$ cat config.mk
export PLATFORM = sky130hd
export DESIGN_NAME = fetch_unit_flat
export DESIGN_NICKNAME = d
export VERILOG_FILES = /design/src/rtl/cpu_pkg.sv /design/src/rtl/fetch_unit_if.sv /design/src/rtl/fetch_queue.sv /design/src/rtl/fetch_unit.sv /design/src/flat_wrapper.sv
export SDC_FILE = /design/constraint.sdc
export NUM_CORES = 1
export LEC_CHECK = 0
export BUFFER_PORTS_ARGS = -buffer_cell sky130_fd_sc_hd__buf_4
export CAP_MARGIN = 30
export CORE_MARGIN = 3
export CORE_UTILIZATION = 54
export CTS_CLUSTER_SIZE = 8
export DETAILED_ROUTE_END_ITERATION = 10
export HOLD_SLACK_MARGIN = 0.02
export PLACE_DENSITY = 0.8
export SETUP_SLACK_MARGIN = 0.02
export SYNTH_ARGS = -nofsm -noshare
export SYNTH_HDL_FRONTEND = slang
export SYNTH_SLANG_ARGS = --single-unit
$ cat constraint.sdc
create_clock -name clk -period 5.1 [get_ports clk]
set_input_delay 0.51 -clock clk [delete_from_list [all_inputs] [get_ports clk]]
set_output_delay 0.51 -clock clk [all_outputs]
set_load 0.02 [all_outputs]
$ cat src/rtl/cpu_pkg.sv
// Shared CPU front-end types.
//   fetch_state_t : fetch FSM states (REQ / WAIT / DROP)
//   fetch_entry_t : one buffered fetch, {pc, inst}
//   RESET_PC_DEFAULT, INST_BYTES : fetch defaults
package cpu_pkg;
  localparam logic [31:0] RESET_PC_DEFAULT = 32'd100;
  localparam int          INST_BYTES       = 4;

  // REQ : nothing outstanding
  // WAIT: one fetch outstanding, its response will be queued
  // DROP: one fetch outstanding, its response is stale (post-redirect)
  typedef enum logic [1:0] {REQ, WAIT, DROP} fetch_state_t;

  typedef struct packed {
    logic [31:0] pc;
    logic [31:0] inst;
  } fetch_entry_t;
endpackage

$ cat src/rtl/fetch_unit_if.sv
// Fetch-stage bus bundle: instruction-memory handshake, decode handshake
// and redirect.
//   master : the fetch unit (drives imem_req/imem_addr and if_*)
//   slave  : memory + decode side (drives responses, stall, redirect)
interface fetch_unit_if;
  logic        imem_req;
  logic [31:0] imem_addr;
  logic        imem_rvalid;
  logic [31:0] imem_rdata;
  logic        id_stall;
  logic        redirect;
  logic [31:0] redirect_pc;
  logic        if_valid;
  logic [31:0] if_inst;
  logic [31:0] if_pc;

  modport master (
    output imem_req, imem_addr, if_valid, if_inst, if_pc,
    input  imem_rvalid, imem_rdata, id_stall, redirect, redirect_pc
  );

  modport slave (
    input  imem_req, imem_addr, if_valid, if_inst, if_pc,
    output imem_rvalid, imem_rdata, id_stall, redirect, redirect_pc
  );
endinterface

$ cat src/rtl/fetch_queue.sv
// Circular instruction buffer between instruction memory and decode.
//   clk, rst   : clock, async active-high reset
//   flush      : drop all entries (wins over push/pop)
//   push/data  : enqueue one fetch_entry_t
//   pop        : dequeue head
//   head       : current head entry (meaningless when empty)
//   count      : occupancy 0..DEPTH
//   full/empty : occupancy flags
module fetch_queue
  import cpu_pkg::*;
#(
  parameter int DEPTH = 2,
  localparam int AW = $clog2(DEPTH),
  localparam int CW = AW + 1
) (
  input  logic          clk,
  input  logic          rst,
  input  logic          flush,
  input  logic          push,
  input  fetch_entry_t  push_data,
  input  logic          pop,
  output fetch_entry_t  head,
  output logic [CW-1:0] count,
  output logic          full,
  output logic          empty
);

  fetch_entry_t    mem [DEPTH];
  logic [AW-1:0]   rd_ptr, wr_ptr;

  // DEPTH is a power of two, so pointer overflow is the wrap
  always_ff @(posedge clk or posedge rst) begin
    if (rst) begin
      rd_ptr <= '0;
      wr_ptr <= '0;
      count  <= '0;
    end else if (flush) begin
      rd_ptr <= '0;
      wr_ptr <= '0;
      count  <= '0;
    end else begin
      if (push) wr_ptr <= wr_ptr + AW'(1);
      if (pop)  rd_ptr <= rd_ptr + AW'(1);
      count <= count + CW'(push) - CW'(pop);
    end
  end

  // storage needs no reset: count gates visibility
  always_ff @(posedge clk) begin
    if (push && !flush) mem[wr_ptr] <= push_data;
  end

  assign head  = mem[rd_ptr];
  assign empty = (count == '0);
  assign full  = (count == CW'(DEPTH));

endmodule

$ cat src/rtl/fetch_unit.sv
// Instruction-fetch stage: owns the PC, issues one-outstanding word
// fetches, buffers responses and hands {pc, inst} to decode.
//   clk, rst : clock, async active-high reset
//   bus      : fetch_unit_if.master
//              imem_req/imem_addr  -> fetch request (pulse per fetch)
//              imem_rvalid/rdata   <- fetch response
//              id_stall            <- decode hold
//              redirect/_pc        <- restart fetch, flush everything
//              if_valid/inst/pc    -> queue head (zeroed when empty)
module fetch_unit
  import cpu_pkg::*;
#(
  parameter logic [31:0] RESET_PC = RESET_PC_DEFAULT,
  parameter int          DEPTH    = 2
) (
  input logic          clk,
  input logic          rst,
  fetch_unit_if.master bus
);

  localparam int CW = $clog2(DEPTH) + 1;

  fetch_state_t  state;
  logic [31:0]   fetch_pc;
  fetch_entry_t  q_head, rsp_entry;
  logic [CW-1:0] q_count, occ_next;
  logic          q_full, q_empty;
  logic          rsp_hit, push, pop, issue;

  // rvalid only means something while a kept fetch is outstanding
  assign rsp_hit = (state == WAIT) && bus.imem_rvalid;
  // full guard is redundant with the issue rule; it keeps a stray
  // response from overwriting the head
  assign push    = rsp_hit && !bus.redirect && !q_full;
  assign pop     = !q_empty && !bus.id_stall;

  // occupancy after this edge; issue only if the reply will have a slot
  assign occ_next = q_count - CW'(pop) + CW'(push);
  assign issue    = !rst && !bus.redirect && (occ_next < CW'(DEPTH)) &&
                    ((state == REQ) || rsp_hit);

  // fetch_pc already advanced past the outstanding fetch, and nothing
  // else moves it while in WAIT, so the reply belongs to fetch_pc - 4
  assign rsp_entry.pc   = fetch_pc - 32'(INST_BYTES);
  assign rsp_entry.inst = bus.imem_rdata;

  always_ff @(posedge clk or posedge rst) begin
    if (rst) begin
      state    <= REQ;
      fetch_pc <= RESET_PC;
    end else if (bus.redirect) begin
      fetch_pc <= bus.redirect_pc & ~32'h3;
      state    <= (state != REQ && !bus.imem_rvalid) ? DROP : REQ;
    end else if (issue) begin
      fetch_pc <= fetch_pc + 32'(INST_BYTES);
      state    <= WAIT;
    end else if (state != REQ && bus.imem_rvalid) begin
      state    <= REQ;
    end
  end

  fetch_queue #(.DEPTH(DEPTH)) u_q (
    .clk       (clk),
    .rst       (rst),
    .flush     (bus.redirect),
    .push      (push),
    .push_data (rsp_entry),
    .pop       (pop),
    .head      (q_head),
    .count     (q_count),
    .full      (q_full),
    .empty     (q_empty)
  );

  assign bus.imem_req  = issue;
  assign bus.imem_addr = fetch_pc;
  assign bus.if_valid  = !q_empty;
  assign bus.if_pc     = q_empty ? 32'd0 : q_head.pc;
  assign bus.if_inst   = q_empty ? 32'd0 : q_head.inst;

endmodule

$ cat src/flat_wrapper.sv
// flat-port wrapper written by rule: the top's interface ports become plain ports
module fetch_unit_flat import cpu_pkg::*;
#(
  parameter logic [31:0] RESET_PC = RESET_PC_DEFAULT,
  parameter int          DEPTH    = 2
)
  (clk, rst, bus_imem_req, bus_imem_addr, bus_if_valid, bus_if_inst, bus_if_pc, bus_imem_rvalid, bus_imem_rdata, bus_id_stall, bus_redirect, bus_redirect_pc);
  fetch_unit_if bus_i ();
  input logic clk;
  input logic rst;
  output wire logic [$bits(bus_i.imem_req)-1:0] bus_imem_req;
  output wire logic [$bits(bus_i.imem_addr)-1:0] bus_imem_addr;
  output wire logic [$bits(bus_i.if_valid)-1:0] bus_if_valid;
  output wire logic [$bits(bus_i.if_inst)-1:0] bus_if_inst;
  output wire logic [$bits(bus_i.if_pc)-1:0] bus_if_pc;
  input wire logic [$bits(bus_i.imem_rvalid)-1:0] bus_imem_rvalid;
  input wire logic [$bits(bus_i.imem_rdata)-1:0] bus_imem_rdata;
  input wire logic [$bits(bus_i.id_stall)-1:0] bus_id_stall;
  input wire logic [$bits(bus_i.redirect)-1:0] bus_redirect;
  input wire logic [$bits(bus_i.redirect_pc)-1:0] bus_redirect_pc;
  assign bus_imem_req = bus_i.imem_req;
  assign bus_imem_addr = bus_i.imem_addr;
  assign bus_if_valid = bus_i.if_valid;
  assign bus_if_inst = bus_i.if_inst;
  assign bus_if_pc = bus_i.if_pc;
  assign bus_i.imem_rvalid = bus_imem_rvalid;
  assign bus_i.imem_rdata = bus_imem_rdata;
  assign bus_i.id_stall = bus_id_stall;
  assign bus_i.redirect = bus_redirect;
  assign bus_i.redirect_pc = bus_redirect_pc;
  fetch_unit #(.RESET_PC(RESET_PC), .DEPTH(DEPTH)) u_core (.clk(clk), .rst(rst), .bus(bus_i));
endmodule
==> impl_metrics.ini, run 1 <==
[outcome]
status = finished, final reports clean

[synth]
yosysUniqueCellTypes = 43
ys_warn_count = 0
synth_area_mm2 = 0.007350
ys_ff_latch = 160
syn_area_per_cell_um2 = 12.13
seq_area_frac_synth_pct = 62.97
synth_cells = 606

[floorplan]
initial_utilization_pct = 56.63
coreArea_mm2 = 0.01298
dieArea_mm2 = 0.01505
die_h_um = 122.7
die_w_um = 122.7
io_pins = 167
rows = 41

[drt]
routed_wl_um = 15760
ant_nets = 0
drc = 0
drt_first_pass_iters = 4
drtIter0Drc = 317
routedWlPerCell_um = 16.80
viasPerCell = 5.428
dr_total_vias = 5091

[worst_setup_path]
cp_max_fo = 10
cp.arrival_ns = 3.12
rr_worst_depth = 11
crit_path_start_kind = flip-flop
r2r_setup_slack_ns = 1.65
critPathCaptureType = primary output
criticalPathCategory = reg2out
r2r_start = u_core.u_q.count[1]
crit_required_ns = 4.59
r2r-end = u_core.bus.imem_addr[24]
startpoint = u_core.u_q.count[1]

[sta]
setup_tns_ns = 0
finalCritPeriodShare_pct = 71.10
rsz0062_at_grt = false
fin_worst_skew_ns = 0.007386
post-route-min-period_ns = 3.626
setup_violations = 0
maxSlewHeadroom_pct = 55.00
fmax_mhz = 275.8
slew_violations = 0
worst_slew_pin_slew_ns = 0.6750
finalWorstSetupSlack_ns = 1.474
hold_viol = 0

[place]
hpwl_um = 10920
pre_cts_slack_ns = 1.671
portBuffers = 160
routabilityCongestion = 0.8599

[layout]
final_cell_mix = 165 x buf_4, 124 x edfxtp_1, 97 x nor2_1, 62 x mux2i_1, 57 x nand2_1
mostFrequentLayoutCell = buf_4
layout.nets = 826
fill_cells = 937
syn_to_final_growth_pct = 26.18
n_antenna_cell = 0
drive_gt1_share_pct = 26.89

[cts]
htree_levels = 4
clock-sinks = 160
ctsLongestPathBuffers = 2
clockRootBuffer = clkbuf_16
clk_latency_ns = 0.42
cts_buffers = 17
postCtsSetupBuffers = 0
tritoncts = yes
clk_pin_slew_ns = 0.06
cts-resized-gates = 0
hold_buffers = 0

[grt]
grt_usage_pct = 21.59
overflow = 0
antenna_found_initial = 0
grt_first_pass_wirelength_um = 24810
grt_pass1_vias = 4966
grt_max_degree = 64

[min_path]
hold_path_class = in2async

[job]
maxCapViolCount = 0

[pwr]
powerDensity_mw_per_mm2 = 439.9
ir_drop_mv = 0.2137
p_leak_uw = 0.003519
report.power.total_uw = 4080
[layout make-up]
type | instances | area, um^2 | share of cell area [%]
clock inverters | 10 | 136.4 | 1.471
flip-flops and latches | 160 | 4632 | 49.95
inverters | 9 | 33.78 | 0.3643
multi-input cells | 398 | 2526 | 27.24
clock buffers | 22 | 444.2 | 4.790
well taps | 172 | 215.2 | 2.321
repair buffers | 167 | 1286 | 13.87
[Yosys cell counts]
cell type	instances	share of area, %
a221o_1	1	0.14
nand4b_1	2	0.24
ha_1	4	0.68
o31a_1	1	0.12
nand2_1	57	2.9
nor3_1	13	0.89
nor2_1	99	5.1
o31ai_1	5	0.51
o21ai_0	23	1.6
a21oi_1	3	0.20
nor4_4	2	0.58
xnor3_1	1	0.31
clkinv_1	1	0.051
xor2_1	23	2.7
or2_2	1	0.085
buf_1	3	0.15
xnor2_1	27	3.2
conb_1	1	0.051
nor4b_1	2	0.24
buf_4	4	0.41
buf_2	7	0.48
buf_6	1	0.15
and4_1	4	0.48
dfrtp_1	33	11
or4_1	6	0.61
a31oi_1	6	0.51
and2_1	1	0.085
edfxtp_1	124	51
nand4_1	8	0.68
nand3_1	11	0.75
o41ai_1	1	0.12
mux2i_1	62	8.4
nand2b_1	3	0.26
dfstp_2	3	1.1
nor2b_1	2	0.17
mux2_2	1	0.15
or3_1	7	0.60
and3_1	7	0.60
clkbuf_1	27	1.4
nor3b_1	1	0.10
inv_1	8	0.41
nor4_1	9	0.77
or4_4	1	0.15
[how the worst max path moves through the flow]
stage          slack [ns]                  endpoint  depth (start not counted)
6_report             1.47              bus_imem_req                         10
5_1_grt              1.29              bus_imem_req                         10
4_1_cts              1.49              bus_imem_req                         10
3_5_place_dp         1.67  u_core.bus.imem_addr[26]                         11
3_3_place_gp         1.79  u_core.bus.imem_addr[22]                         11
2_1_floorplan        0.84      u_core.u_q.mem[0][0]                          5
[metrics by stage]
stage | cell area (um^2) | util [%] | hold slack (ns) | cells
2_1_floorplan | 7361 | - | 0.4860 | 609
6_report | 9274 | 71.45 | 0.1865 | 938
3_3_place_gp | 8646 | 66.62 | 0.5091 | 904
3_5_place_dp | 8693 | 66.98 | 0.5413 | 906
4_1_cts | 9274 | 71.45 | 0.1838 | 938
5_1_grt | 9274 | 71.45 | 0.2124 | 938
[state kept, by name, indices dropped and copies added, names as in the netlist]
signal and cells:
u_core.u_q.wr_ptr 1, u_core.u_q.rd_ptr 1, u_core.u_q.mem 124, u_core.state 2, u_core.bus.imem_addr 30, u_core.u_q.count 2
[cell families after synthesis]
family | Yosys count | synth area share, %
xor+xnor | 51 | 6.265
other cells | 1 | 0.05102
buf+inv | 51 | 3.030
mux | 63 | 8.597
fa+ha+maj | 4 | 0.6810
flops | 160 | 62.97
simple gates | 236 | 15.24
compound gates | 40 | 3.167
[routing by layer]
| layer | track usage [%] | routed length (um) | vias to the layer above |
|---|---|---|---|
| met4 | 7.908 | 248 | 0 |
| met1 | 29.04 | 6703 | 2431 |
| li1 | - | - | 2446 |
| met5 | 0 | 0 | - |
| met2 | 34.81 | 7670 | 194 |
| met3 | 4.608 | 1138 | 20 |
[critical path, cell delays in order, from the launching register on]
cell and delay, ns:
dfrtp_1 0.44, nor2b_1 0.17, nor3_1 0.37, nand2_1 0.20, ha_1 0.32, inv_1 0.04
ha_1 0.20, xnor3_1 0.28, nand3_1 0.33, nor2_1 0.19, buf_4 0.16
[where the power goes]
group / internal [uW] / switching (uW) / leakage [uW]
Combinational: 511 / 719 / 0.00169
Clock: 768 / 469 / 0.000275
Sequential: 1500 / 112 / 0.00155
Power figures use the tool's default switching activity.
==> run 2: changes to the inputs <==
CORE_UTILIZATION = 49   (was 54)
PLACE_DENSITY = 0.76   (was 0.8)
clock period = 2.9 ns   (was 5.1 ns; I/O delays follow)
==> impl_metrics.ini, run 2 (synthesis gave the netlist of run 1 again) <==
[outcome]
status = finished, final reports clean

[pwr]
internal_power_uw = 5031
seqPwrFrac_pct = 38.3
switching_share_pct = 32.08
p_leak_uw = 0.003666
powerDensity_mw_per_mm2 = 770.6
report.power.total_uw = 7408
pwr-share-clk_pct = 30.3
netSwitchingPower_uw = 2376
comb_power_share_pct = 31.4
ir_drop_mv = 0.3792

[layout]
drive_gt1_share_pct = 31.77
layout.nets = 850
syn_to_final_growth_pct = 30.80
final_cell_mix = 188 x buf_4, 124 x edfxtp_1, 97 x nor2_1, 62 x mux2i_1, 56 x nand2_1
largest_reg_flops = 124
mostFrequentLayoutCell = buf_4
fin_util_pct = 65.89
n_antenna_cell = 0
top_register = u_core.u_q.mem

[worst_setup_path]
r2r_setup_slack_ns = 0.01
path_delay_family = simple AND/OR/NAND/NOR gates
critPathMaxStageDelay_ns = 0.58
slowest_stage = or4_4
path_depth = 12
criticalPathCategory = reg2reg
r2r-end = u_core.bus.imem_addr[24]
r2r_start = u_core.u_q.count[1]
crit_path_start_kind = flip-flop
critPathCaptureType = flip-flop
cp.arrival_ns = 3.18
rr_worst_depth = 12
crit_chain = nor2b_4, nor3_4, nand2_2, ha_4, inv_2, ha_4, xnor2_2, xnor2_2, or4_4, buf_4, o31ai_4, a31oi_4
crit_buf_inv = 2
crit_required_ns = 3.19
cp-endpoint = u_core.bus.imem_addr[24]
startpoint = u_core.u_q.count[1]
cp_max_fo = 5

[floorplan]
rows = 44
die_w_um = 128.5
io_pins = 167
dieArea_mm2 = 0.01650
coreArea_mm2 = 0.01459
initial_utilization_pct = 50.38
die_h_um = 128.5

[place]
portBuffers = 160
pre_cts_slack_ns = -0.03852
routabilityCongestion = 0.8502
hpwl_um = 11510

[grt]
grt_first_pass_wirelength_um = 26560
overflow = 0
grt_max_degree = 64
grt_pass1_vias = 5220
antenna_found_initial = 0
grt_usage_pct = 20.74

[sta]
finalWorstSetupSlack_ns = 0.01092
post-route-min-period_ns = 2.889
fin_worst_skew_ns = 0.008080
finalCritPeriodShare_pct = 99.62
worst_slew_pin_slew_ns = 0.8608
slew_violations = 0
rsz0062_at_grt = true
fmax_mhz = 346.1
setup_violations = 0
holdWs_ns = 0.05884
setup_tns_ns = 0
hold_viol = 0
maxSlewHeadroom_pct = 42.55

[drt]
routedWlPerCell_um = 17.51
drc = 0
viasPerCell = 5.359
drtIter0Drc = 394
ant_nets = 0
routed_wl_um = 17050
dr_total_vias = 5220
drt_first_pass_iters = 4

[cts]
clockRootBuffer = clkbuf_16
tritoncts = yes
htree_levels = 4
clk_pin_slew_ns = 0.06
cts_buffers = 17
clock-sinks = 160
clk_latency_ns = 0.41
ctsLongestPathBuffers = 2

[job]
maxCapViolCount = 0

[min_path]
hold_path_class = in2reg
## run 2: layer usage
| metal | track usage, % | part of all wire, % |
|---|---|---|
| met4 | 7.678 | 1.4 |
| met3 | 4.691 | 7.6 |
| met1 | 27.35 | 42 |
| met5 | 0 | 0 |
| met2 | 33.83 | 49 |
## run 2: worst min path at each step
stage	startpoint	endpoint	slack [ns]	depth (start not counted)
2_1_floorplan	bus_imem_rvalid	u_core.state[1]	0.36	1
3_3_place_gp	bus_imem_rvalid	u_core.state[1]	0.46	2
3_5_place_dp	bus_imem_rvalid	u_core.state[1]	0.47	2
4_1_cts	bus_imem_rdata[20]	u_core.u_q.mem[0][20]	0.04	1
5_1_grt	bus_imem_rdata[20]	u_core.u_q.mem[1][20]	0.04	1
6_report	bus_imem_rdata[9]	u_core.u_q.mem[1][9]	0.06	1
## run 2: final cells by class
type / count / area, um^2
Fill cell: 1066 / 4976
Sequential cell: 160 / 4633
Multi-Input combinational cell: 399 / 2673
Timing Repair Buffer: 190 / 1441
Clock buffer: 22 / 464.2
Tap cell: 184 / 230.2
Clock inverter: 10 / 136.4
Inverter: 9 / 35.03
## run 2: what timing repair did
action | 4_1_cts | 5_1_grt
hold buffers | 1 | 0
gates resized for setup | 3 | 17
gates cloned | 1 | 0
endpoints found under the setup margin | 4 | 7
pin swaps | 2 | 15
hold endpoints to repair | 1 | 0
buffers inserted | 1 | 3
## run 2: stage by stage
stage          cell area, um^2  instances
6_report                  9613        974
2_1_floorplan             7400        609
3_3_place_gp              8846        936
3_5_place_dp              8846        936
5_1_grt                   9613        974
4_1_cts                   9489        971
## run 2: power by group through the flow
stage / registers, uW / clock network (uW) / logic (uW)
CTS: 2830 / 2290 / 2290
global placement: 2870 / 0 / 2220
global route: 2850 / 2390 / 2520
detailed placement: 2880 / 0 / 2260
finish: 2830 / 2240 / 2330
floorplan: 2820 / 0 / 1370
==> run 3: changes to the inputs <==
MAX_ROUTING_LAYER = met4   (was unset)
==> impl_metrics.ini, run 3 (synthesis gave the netlist of run 1 again) <==
[outcome]
status = finished, final reports clean

[cts]
ctsLongestPathBuffers = 2
cts_buffers = 17
htree_levels = 4
tritoncts = yes
clockRootBuffer = clkbuf_16
clk_latency_ns = 0.42
clk_pin_slew_ns = 0.06
clock-sinks = 160

[grt]
grt_first_pass_wirelength_um = 26600
grt_usage_pct = 21.40
antenna_found_initial = 0
overflow = 0
grt_max_degree = 64
grt_pass1_vias = 5209

[drt]
routed_wl_um = 17010
ant_nets = 0
drc = 0
drt_first_pass_iters = 4
routedWlPerCell_um = 17.47
dr_total_vias = 5237
viasPerCell = 5.377
drtIter0Drc = 420

[worst_setup_path]
criticalPathCategory = reg2reg
cp.arrival_ns = 3.18
crit_required_ns = 3.19
r2r_setup_slack_ns = 0.01
crit_path_start_kind = flip-flop
critPathCaptureType = flip-flop
cp_max_fo = 5

[sta]
maxSlewHeadroom_pct = 43.87
fmax_mhz = 346.5
worst_slew_pin_slew_ns = 0.8411
post-route-min-period_ns = 2.886
rsz0062_at_grt = true
slew_violations = 0
finalCritPeriodShare_pct = 99.50
holdWs_ns = 0.05839
hold_viol = 0
fin_worst_skew_ns = 0.008066
setup_violations = 0

[layout]
top_register = u_core.u_q.mem
largest_reg_flops = 124
multi_input_area_mm2 = 0.002673
layout.nets = 850
fill_cells = 1066
mostFrequentLayoutCell = buf_4
regArea_mm2 = 0.004633
final_cell_mix = 188 x buf_4, 124 x edfxtp_1, 97 x nor2_1, 62 x mux2i_1, 56 x nand2_1
fin_util_pct = 65.89
n_antenna_cell = 0
drive_gt1_share_pct = 31.77
syn_to_final_growth_pct = 30.80

[place]
hpwl_um = 11510
portBuffers = 160
routabilityCongestion = 0.8636

[floorplan]
rows = 44
dieArea_mm2 = 0.01650
die_h_um = 128.5
initial_utilization_pct = 50.38
coreArea_mm2 = 0.01459
io_pins = 167
die_w_um = 128.5

[min_path]
hold_path_class = in2async

[job]
maxCapViolCount = 0

[pwr]
p_leak_uw = 0.003666
powerDensity_mw_per_mm2 = 771.4
ir_drop_mv = 0.3810
-- run 3: cell counts in the layout (fill, tap and decap cells not counted) --
Identical to the previous run, type by type.
-- run 3: worst paths after layout --
path,start,endpoint,cells past startpoint
worst max-delay path,u_core.u_q.count[1],u_core.bus.imem_addr[24],12
worst min-delay path,rst,u_core.state[1],2
worst max register to register,u_core.u_q.count[1],u_core.bus.imem_addr[24],12
worst min register to register,u_core.state[1],u_core.state[1],2
max in group asynchronous,rst,u_core.bus.imem_addr[23],3
min in group clk,bus_imem_rdata[9],u_core.u_q.mem[1][9],1
-- run 3: where the power goes --
part | switching [uW] | internal (uW)
Sequential | 195 | 2640
Combinational | 1340 | 996
Clock | 852 | 1400
-- run 3: layout make-up --
class,count,area share [%]
inverters,9,0.3644
multi-input cells,399,27.80
well taps,184,2.395
clock buffers,22,4.829
repair buffers,190,14.99
flip-flops and latches,160,48.20
clock inverters,10,1.419
-- run 3: worst max-delay path, stage by stage, from the launching register on --
cell,delay (ns)
dfrtp_1,0.38
nor2b_4,0.14
nor3_4,0.19
nand2_2,0.11
ha_4,0.27
inv_2,0.04
ha_4,0.16
xnor2_2,0.14
xnor2_2,0.16
or4_4,0.58
buf_4,0.19
o31ai_4,0.29
a31oi_4,0.11
-- run 3: per-stage QoR --
step,std cells,instance area [um^2],power (uW),setup slack [ns],TNS [ns]
finish,974,9613,7415,0.01436,0
global route,974,9613,7771,-0.09946,-0.3854
global placement,936,8846,5088,0.09062,0
floorplan,609,7400,4192,0.03675,0
detailed placement,936,8846,5136,-0.03852,-0.06037
CTS,971,9489,7414,0.006788,0
-- run 3: repair_timing --
item	in CTS	in global routing
resized for setup	3	17
setup buffers	1	3
pin swaps	2	15
endpoints found under the hold margin	1	0
endpoints found under the setup margin	4	7
cloned	1	0
hold buffers	1	0
-- run 3: per-layer routing --
metal / wire [um] / GRT usage (%)
met1: 7220 / 27.63
met2: 8331 / 33.74
met3: 1258 / 4.442
met4: 202 / 7.678
met5: 0 / -
